<file path="src/rtl/cacheline_adaptor.sv">
// ---------------------------------------------------------------------------
// cacheline_adaptor
//
// Purpose:
//   Memory-side responder for the cache's physical-memory port. One 256-bit
//   line read or write from the cache is turned into a four-beat, 64-bit
//   burst toward main memory. Read beats are reassembled into a full line
//   and the write line is serialized into beats, lowest address first.
//
// Configuration:
//   ADAPTOR_EARLY_RESP_EN (undefined by default)
//     undefined : a registered DONE cycle follows the last beat, and resp_o
//                 is a registered one-cycle pulse (request-to-resp 5 cycles).
//     defined   : DONE is skipped. resp_o is asserted together with the last
//                 beat's resp_i, and line_o merges the live burst_i into the
//                 top slice during that cycle (request-to-resp 4 cycles).
//
// Ports:
//   clk        in   1        clock, all state on rising edge
//   rst        in   1        asynchronous reset, active low
//   address_i  in   32       line address from cache
//   line_i     in   s_line   write line from cache
//   line_o     out  s_line   assembled read line to cache
//   read_i     in   1        line read request, held until resp_o
//   write_i    in   1        line write request, held until resp_o
//   resp_o     out  1        one-cycle completion pulse to cache
//   address_o  out  32       line-aligned burst address
//   burst_i    in   s_burst  read beat from memory
//   burst_o    out  s_burst  write beat to memory
//   read_o     out  1        burst read request
//   write_o    out  1        burst write request
//   resp_i     in   1        beat handshake from memory
// ---------------------------------------------------------------------------
module cacheline_adaptor #(
  parameter int s_line   = 256,
  parameter int s_burst  = 64,
  parameter int s_offset = 5
) (
  input  logic                clk,
  input  logic                rst,
  input  logic [31:0]         address_i,
  input  logic [s_line-1:0]   line_i,
  output logic [s_line-1:0]   line_o,
  input  logic                read_i,
  input  logic                write_i,
  output logic                resp_o,
  output logic [31:0]         address_o,
  input  logic [s_burst-1:0]  burst_i,
  output logic [s_burst-1:0]  burst_o,
  output logic                read_o,
  output logic                write_o,
  input  logic                resp_i
);

  localparam int num_beats = s_line / s_burst;
  localparam int cnt_w     = $clog2(num_beats);
  localparam logic [cnt_w-1:0] last_cnt  = cnt_w'(num_beats - 1);
  // Clears the line-offset bits of the incoming address.
  localparam logic [31:0]      addr_mask = ~((32'd1 << s_offset) - 32'd1);

  typedef enum logic [1:0] {
    IDLE  = 2'd0,
    READ  = 2'd1,
    WRITE = 2'd2,
    DONE  = 2'd3
  } state_t;

  // State entered after the final beat of a burst.
`ifdef ADAPTOR_EARLY_RESP_EN
  localparam state_t last_next = IDLE;
`else
  localparam state_t last_next = DONE;
`endif

  state_t              r_state;
  logic [cnt_w-1:0]    r_cnt;
  logic [31:0]         r_addr;
  logic [s_line-1:0]   r_wline;
  logic [s_line-1:0]   r_rline;
  logic [s_burst-1:0]  r_burst;
  logic                r_read;
  logic                r_write;
`ifndef ADAPTOR_EARLY_RESP_EN
  logic                r_resp;
`endif

  logic [cnt_w-1:0]    w_cnt_nxt;
  logic                w_last_beat;

  assign w_cnt_nxt   = r_cnt + cnt_w'(1);
  assign w_last_beat = resp_i && (r_cnt == last_cnt);

  // Burst controller: state, beat counter, latched request and all
  // registered outputs.
  always_ff @(posedge clk or negedge rst) begin
    if (!rst) begin
      r_state <= IDLE;
      r_cnt   <= '0;
      r_addr  <= 32'd0;
      r_wline <= '0;
      r_rline <= '0;
      r_burst <= '0;
      r_read  <= 1'b0;
      r_write <= 1'b0;
`ifndef ADAPTOR_EARLY_RESP_EN
      r_resp  <= 1'b0;
`endif
    end else begin
`ifndef ADAPTOR_EARLY_RESP_EN
      r_resp <= 1'b0;
`endif
      case (r_state)
        IDLE: begin
          // Write takes priority when both requests are raised together.
          if (write_i) begin
            r_addr  <= address_i & addr_mask;
            r_wline <= line_i;
            r_burst <= line_i[s_burst-1:0];
            r_cnt   <= '0;
            r_write <= 1'b1;
            r_state <= WRITE;
          end else if (read_i) begin
            r_addr  <= address_i & addr_mask;
            r_cnt   <= '0;
            r_read  <= 1'b1;
            r_state <= READ;
          end else begin
            r_state <= IDLE;
          end
        end
        READ: begin
          if (resp_i) begin
            r_rline[r_cnt*s_burst +: s_burst] <= burst_i;
            r_cnt <= w_cnt_nxt;
            if (w_last_beat) begin
              r_read  <= 1'b0;
              r_state <= last_next;
`ifndef ADAPTOR_EARLY_RESP_EN
              r_resp  <= 1'b1;
`endif
            end else begin
              r_state <= READ;
            end
          end else begin
            r_state <= READ;
          end
        end
        WRITE: begin
          if (resp_i) begin
            r_cnt <= w_cnt_nxt;
            if (w_last_beat) begin
              // Last beat stays on burst_o; write_o drop marks it stale.
              r_write <= 1'b0;
              r_state <= last_next;
`ifndef ADAPTOR_EARLY_RESP_EN
              r_resp  <= 1'b1;
`endif
            end else begin
              r_burst <= r_wline[w_cnt_nxt*s_burst +: s_burst];
              r_state <= WRITE;
            end
          end else begin
            r_state <= WRITE;
          end
        end
        DONE: begin
          // Requests are not sampled here; the cache drops them this edge.
          r_state <= IDLE;
        end
        default: begin
          r_read  <= 1'b0;
          r_write <= 1'b0;
          r_state <= IDLE;
        end
      endcase
    end
  end

  assign address_o = r_addr;
  assign burst_o   = r_burst;
  assign read_o    = r_read;
  assign write_o   = r_write;

`ifdef ADAPTOR_EARLY_RESP_EN
  assign resp_o = w_last_beat && ((r_state == READ) || (r_state == WRITE));
  // During the final read beat the top slice comes straight from memory.
  assign line_o = ((r_state == READ) && (r_cnt == last_cnt))
                ? {burst_i, r_rline[s_line-s_burst-1:0]}
                : r_rline;
`else
  assign resp_o = r_resp;
  assign line_o = r_rline;
`endif

endmodule

</file>
<file path="config.mk">
export PLATFORM = sky130hd
export DESIGN_NAME = cacheline_adaptor
export DESIGN_NICKNAME = d
export VERILOG_FILES = /design/src/rtl/cacheline_adaptor.sv
export SDC_FILE = /design/constraint.sdc
export NUM_CORES = 1
export LEC_CHECK = 0
export CORE_AREA = 8 8 273 275
export CTS_BUF_LIST = sky130_fd_sc_hd__clkbuf_16
export DETAILED_ROUTE_END_ITERATION = 10
export DIE_AREA = 0 0 281 283
export SETUP_SLACK_MARGIN = 0.05
export SLEW_MARGIN = 20
export SYNTH_ARGS = -nofsm -noshare
export SYNTH_HDL_FRONTEND = slang
export SYNTH_SLANG_ARGS = --single-unit
</file>
<file path="constraint.sdc">
create_clock -name clk -period 5.2 [get_ports clk]
set_clock_uncertainty 0.15 [all_clocks]
set_input_delay 0.78 -clock clk [delete_from_list [all_inputs] [get_ports clk]]
set_output_delay 0.78 -clock clk [all_outputs]
set_load 0.005 [all_outputs]
</file>
==> impl_summary.txt <==
----------------------------------------------------
[Setup path]
  Worst Setup Start Kind ... flip-flop
  Critical path fanouts, max ... 32
  Worst flop-to-flop path endpoint ... burst_o[62]
  Crit path buf inv count ... 2
  Worst Path Class, Setup ... flip-flop to flip-flop
  Ordered list of cells on the worst path ... inv_1 > ha_4 > buf_4 > mux4_2 > mux2_2 > mux2_1
  Largest stage delay, worst path ... 0.79 ns
  Reg2reg start ... r_cnt[0]
  WP data required ... roughly 5.5 ns
  Cell family contributing the most delay on the critical path ... multiplexers
  Type of destination of the critical path ... flip-flop
  Register-to-register path setup slack ... around 1.7 ns
  Arrival time of the worst setup path ... 3.82 ns
  R2R cell count ... 6
  Master of the slowest instance on the critical path ... sky130_fd_sc_hd__dfrtp_4

[Job]
  MaxCap Viol Count ... 0

[Power and ir drop]
  Static leakage ... between 0.01 and 0.015 uW
  VDD IR max ... about 370 uV
  Pwr/cell area ... around 530 mW/mm2

[Timing]
  Worst relative slew slack ... slightly above 30%
  Setup violators final ... 0
  Max Freq ... about 0.28 GHz
  Tightest Pin Transition ... 1.04 ns
  Period utilization ... ~67%
  Final hold slack ... 0.0899 ns
  Hold Fails Final Rpt ... 0
  Slew Limit Fails ... 0
  RSZ-0062 raised after global routing ... no
  Shortest clock period the worst path allows after layout ... 3.51 ns
  Summed negative setup slack over all endpoints ... 0 ns

[GRT]
  Maximum number of pins on one net before global-route repair ... 110
  Via count of the first global-routing pass ... approximately 19k
  Initial antenna violation count ... 44
  All-layer global routing usage ... 20.7%
  Global-route wire length before repair ... about 130000 um
  Remaining global-route overflow ... 0

[Floorplan]
  Floorplan row count ... 98
  Area of the core ... between 0.07 and 0.08 mm2
  Top Ports ... roughly 710
  Die Area ... between 0.07 and 0.08 mm2
  Height of the die ... around 280 um
  Die Wd ... about 280 um
  Initial Util ... 35.8%

[Synthesis]
  Synthesized-area fraction occupied by adder cells ... less than 1%
  Fraction of the mapped netlist area in compound gates ... around 6.7%
  Largest family of logic cells by synthesized area ... multiplexers
  Seq/Total Area, Yosys ... between 60% and 70%
  Avg Synthesized Cell Area ... about 14 um2
  Xor/xnor share of the synthesized area ... 0%
  Share of synthesized cell area in and, or, nand and nor gates ... approximately 5.5%
  Count of distinct cell types in the synthesized netlist ... 37
  Register bit count reported by yosys ... a little over 600
  Total of warnings raised by yosys ... 0
  Post-synthesis cell area ... 0.0253 mm2
  Synth async-reset ratio ... 100%
  Gate count after technology mapping ... about 1.9k
  Main synth FF type ... sky130_fd_sc_hd__dfrtp_1
  Post-synth EDFFs ... 0
  Share of synthesized area spent on multiplexers ... 24.2%

[Finish]
  Fraction of final layout cells sized beyond drive strength 1 ... 23.8%
  # fillers ... roughly 6.1k
  Net count reported at finish ... 2911
  Layout overhead on the synthesized area ... 40.7%

[Place]
  Final weighted congestion in routability-driven placement ... between 0.8 and 0.9
  DPL Wire Length ... 60700 um
  Count of buffers inserted at the top-level ports ... 701

[Clock network]
  CTS tree ... done
  Clock Tree Root ... sky130_fd_sc_hd__clkbuf_16
  Number of buffers inserted by hold repair at cts ... 0
  Clock latency at the later pin of the worst-skew pair ... between 0.5 and 0.6 ns
  Number of CTS-inserted buffers ... 68
  Clock-pin slew of the registers on the worst-case setup and hold paths ... ~0.060 ns
  Sink count of the clock tree ... 610
  Maximum count of clock buffers along a single path ... 3
  Number of levels in the clock H-tree ... 3
  Buffers inserted by post-CTS timing repair ... 0
  Post-CTS sizing ... 0

[Detailed routing]
  Detailed-route wire length per cell ... 23.4 um
  Vias ... around 18k
  Residual antenna-violating net count after detailed routing ... 0
  Drt drc ... 0
  Detailed Route Iter0 Violations ... around 830
  Number of iterations in the first detailed-routing pass ... 5
  WL final ... approximately 83000 um
  Routed vias/inst ... around 5.0

[Status]
  Status ... finished clean

[Worst hold path]
  Classification of the worst-slack hold path ... primary input to async pin

----------------------------------------------------
## area by class of cell
| cell class | count | area, um2 | share of cell area, % |
|---|---|---|---|
| clock inverters | 48 | 323 | 0.908 |
| multi-input cells | 1117 | 9510 | 26.8 |
| well taps | 950 | 1190 | 3.34 |
| diodes | 22 | 55.1 | 0.155 |
| clock buffers | 69 | 1730 | 4.86 |
| repair buffers | 740 | 7460 | 21.0 |
| flip-flops and latches | 610 | 15300 | 42.9 |
| inverters | 6 | 22.5 | 0.0633 |
## cells in the mapped netlist, types with 2 or more instances
| cell type | number | area share [%] |
|---|---|---|
| sky130_fd_sc_hd__mux2_2 | 400 | 18 |
| sky130_fd_sc_hd__buf_12 | 2 | 0.16 |
| sky130_fd_sc_hd__buf_1 | 7 | 0.10 |
| sky130_fd_sc_hd__ha_1 | 11 | 0.54 |
| sky130_fd_sc_hd__nor4b_1 | 2 | 0.069 |
| sky130_fd_sc_hd__nand2_1 | 336 | 5.0 |
| sky130_fd_sc_hd__dfrtp_1 | 610 | 60 |
| sky130_fd_sc_hd__mux4_2 | 64 | 5.7 |
| sky130_fd_sc_hd__mux2i_1 | 2 | 0.079 |
| sky130_fd_sc_hd__inv_1 | 6 | 0.089 |
| sky130_fd_sc_hd__nand2b_1 | 2 | 0.049 |
| sky130_fd_sc_hd__buf_4 | 6 | 0.18 |
| sky130_fd_sc_hd__o21ai_0 | 169 | 3.3 |
| sky130_fd_sc_hd__nor2_1 | 3 | 0.045 |
| sky130_fd_sc_hd__and3_1 | 2 | 0.049 |
| sky130_fd_sc_hd__mux2_4 | 10 | 0.59 |
| sky130_fd_sc_hd__nand3_1 | 4 | 0.079 |
| sky130_fd_sc_hd__a22o_1 | 90 | 3.1 |
| sky130_fd_sc_hd__clkbuf_1 | 86 | 1.3 |
| sky130_fd_sc_hd__buf_2 | 36 | 0.71 |
| sky130_fd_sc_hd__nor4_1 | 2 | 0.049 |
| sky130_fd_sc_hd__nor2b_1 | 2 | 0.049 |
## state kept, by name, indices dropped and copies added, names as in the netlist
name	flops
read_o	1
write_o	1
resp_o	1
address_o	27
burst_o	64
r_cnt	2
r_state	2
r_wline	256
line_o	256
## report_power, final
part           internal, uW  switching, uW  total (uW)
Combinational          4370           2690        7060
Clock                  2560           1940        4500
Sequential             6350            881        7230
Total                 13300           5510       18800
## per-layer routing
layer	track usage, %	part of all wire [%]
met1	23.7	38
met2	34.1	48
met3	8.34	9.9
met4	8.39	3.8
met5	0	0.35
## worst max-delay path by stage
stage                   from     endpoint  slack (ns)  cells after the start
floorplan           r_cnt[0]  burst_o[62]        2.54                      9
CTS                 r_cnt[0]   burst_o[2]        1.55                      6
global placement      resp_i  burst_o[36]        1.32                      5
global route        r_cnt[0]  line_o[132]        1.46                      6
finish              r_cnt[0]  burst_o[62]        1.69                      6
detailed placement  r_cnt[0]   burst_o[2]        1.58                      6
## cells in the final DEF, fill, tap and decap left out, types with 3 or more instances in the layout
cell type / n
sky130_fd_sc_hd__a22o_1: 90
sky130_fd_sc_hd__inv_6: 5
sky130_fd_sc_hd__clkinv_1: 14
sky130_fd_sc_hd__bufinv_16: 3
sky130_fd_sc_hd__clkinv_2: 7
sky130_fd_sc_hd__nand3_4: 3
sky130_fd_sc_hd__nor2_1: 3
sky130_fd_sc_hd__nand2_1: 335
sky130_fd_sc_hd__clkbuf_16: 69
sky130_fd_sc_hd__mux4_2: 64
sky130_fd_sc_hd__mux2_2: 400
sky130_fd_sc_hd__buf_4: 27
sky130_fd_sc_hd__ha_1: 9
sky130_fd_sc_hd__mux2_4: 10
sky130_fd_sc_hd__diode_2: 22
sky130_fd_sc_hd__o21ai_0: 169
sky130_fd_sc_hd__inv_1: 22
sky130_fd_sc_hd__clkdlybuf4s50_1: 700
sky130_fd_sc_hd__buf_12: 11
sky130_fd_sc_hd__conb_1: 5
sky130_fd_sc_hd__dfrtp_1: 609
## kinds of logic (layout without fill, tap and decap cells)
logic type	count (synthesis)	after routing
compound gates	267	267
fa+ha+maj	11	11
buf+inv	144	863
flops	610	610
mux	477	477
other cells	1	27
simple gates	357	357
## through the flow
step	setup WS (ns)	std cells	instance area, um2	util (%)	power, uW
2_1_floorplan	2.54	1871	25300	-	11500
3_3_place_gp	1.32	3422	33400	47.4	14300
3_5_place_dp	1.58	3423	33500	47.4	14500
4_1_cts	1.55	3540	35500	50.4	19100
5_1_grt	1.46	3554	35500	50.4	19900
6_report	1.69	3562	35600	50.4	18800
## worst register-to-register path, cell delays in order (launching register included)
cell                      delay, ns
sky130_fd_sc_hd__dfrtp_4       0.79
sky130_fd_sc_hd__inv_1         0.32
sky130_fd_sc_hd__ha_4          0.70
sky130_fd_sc_hd__buf_4         0.49
sky130_fd_sc_hd__mux4_2        0.38
sky130_fd_sc_hd__mux2_2        0.27
sky130_fd_sc_hd__mux2_1        0.28
(Power assumes the default switching activity.)
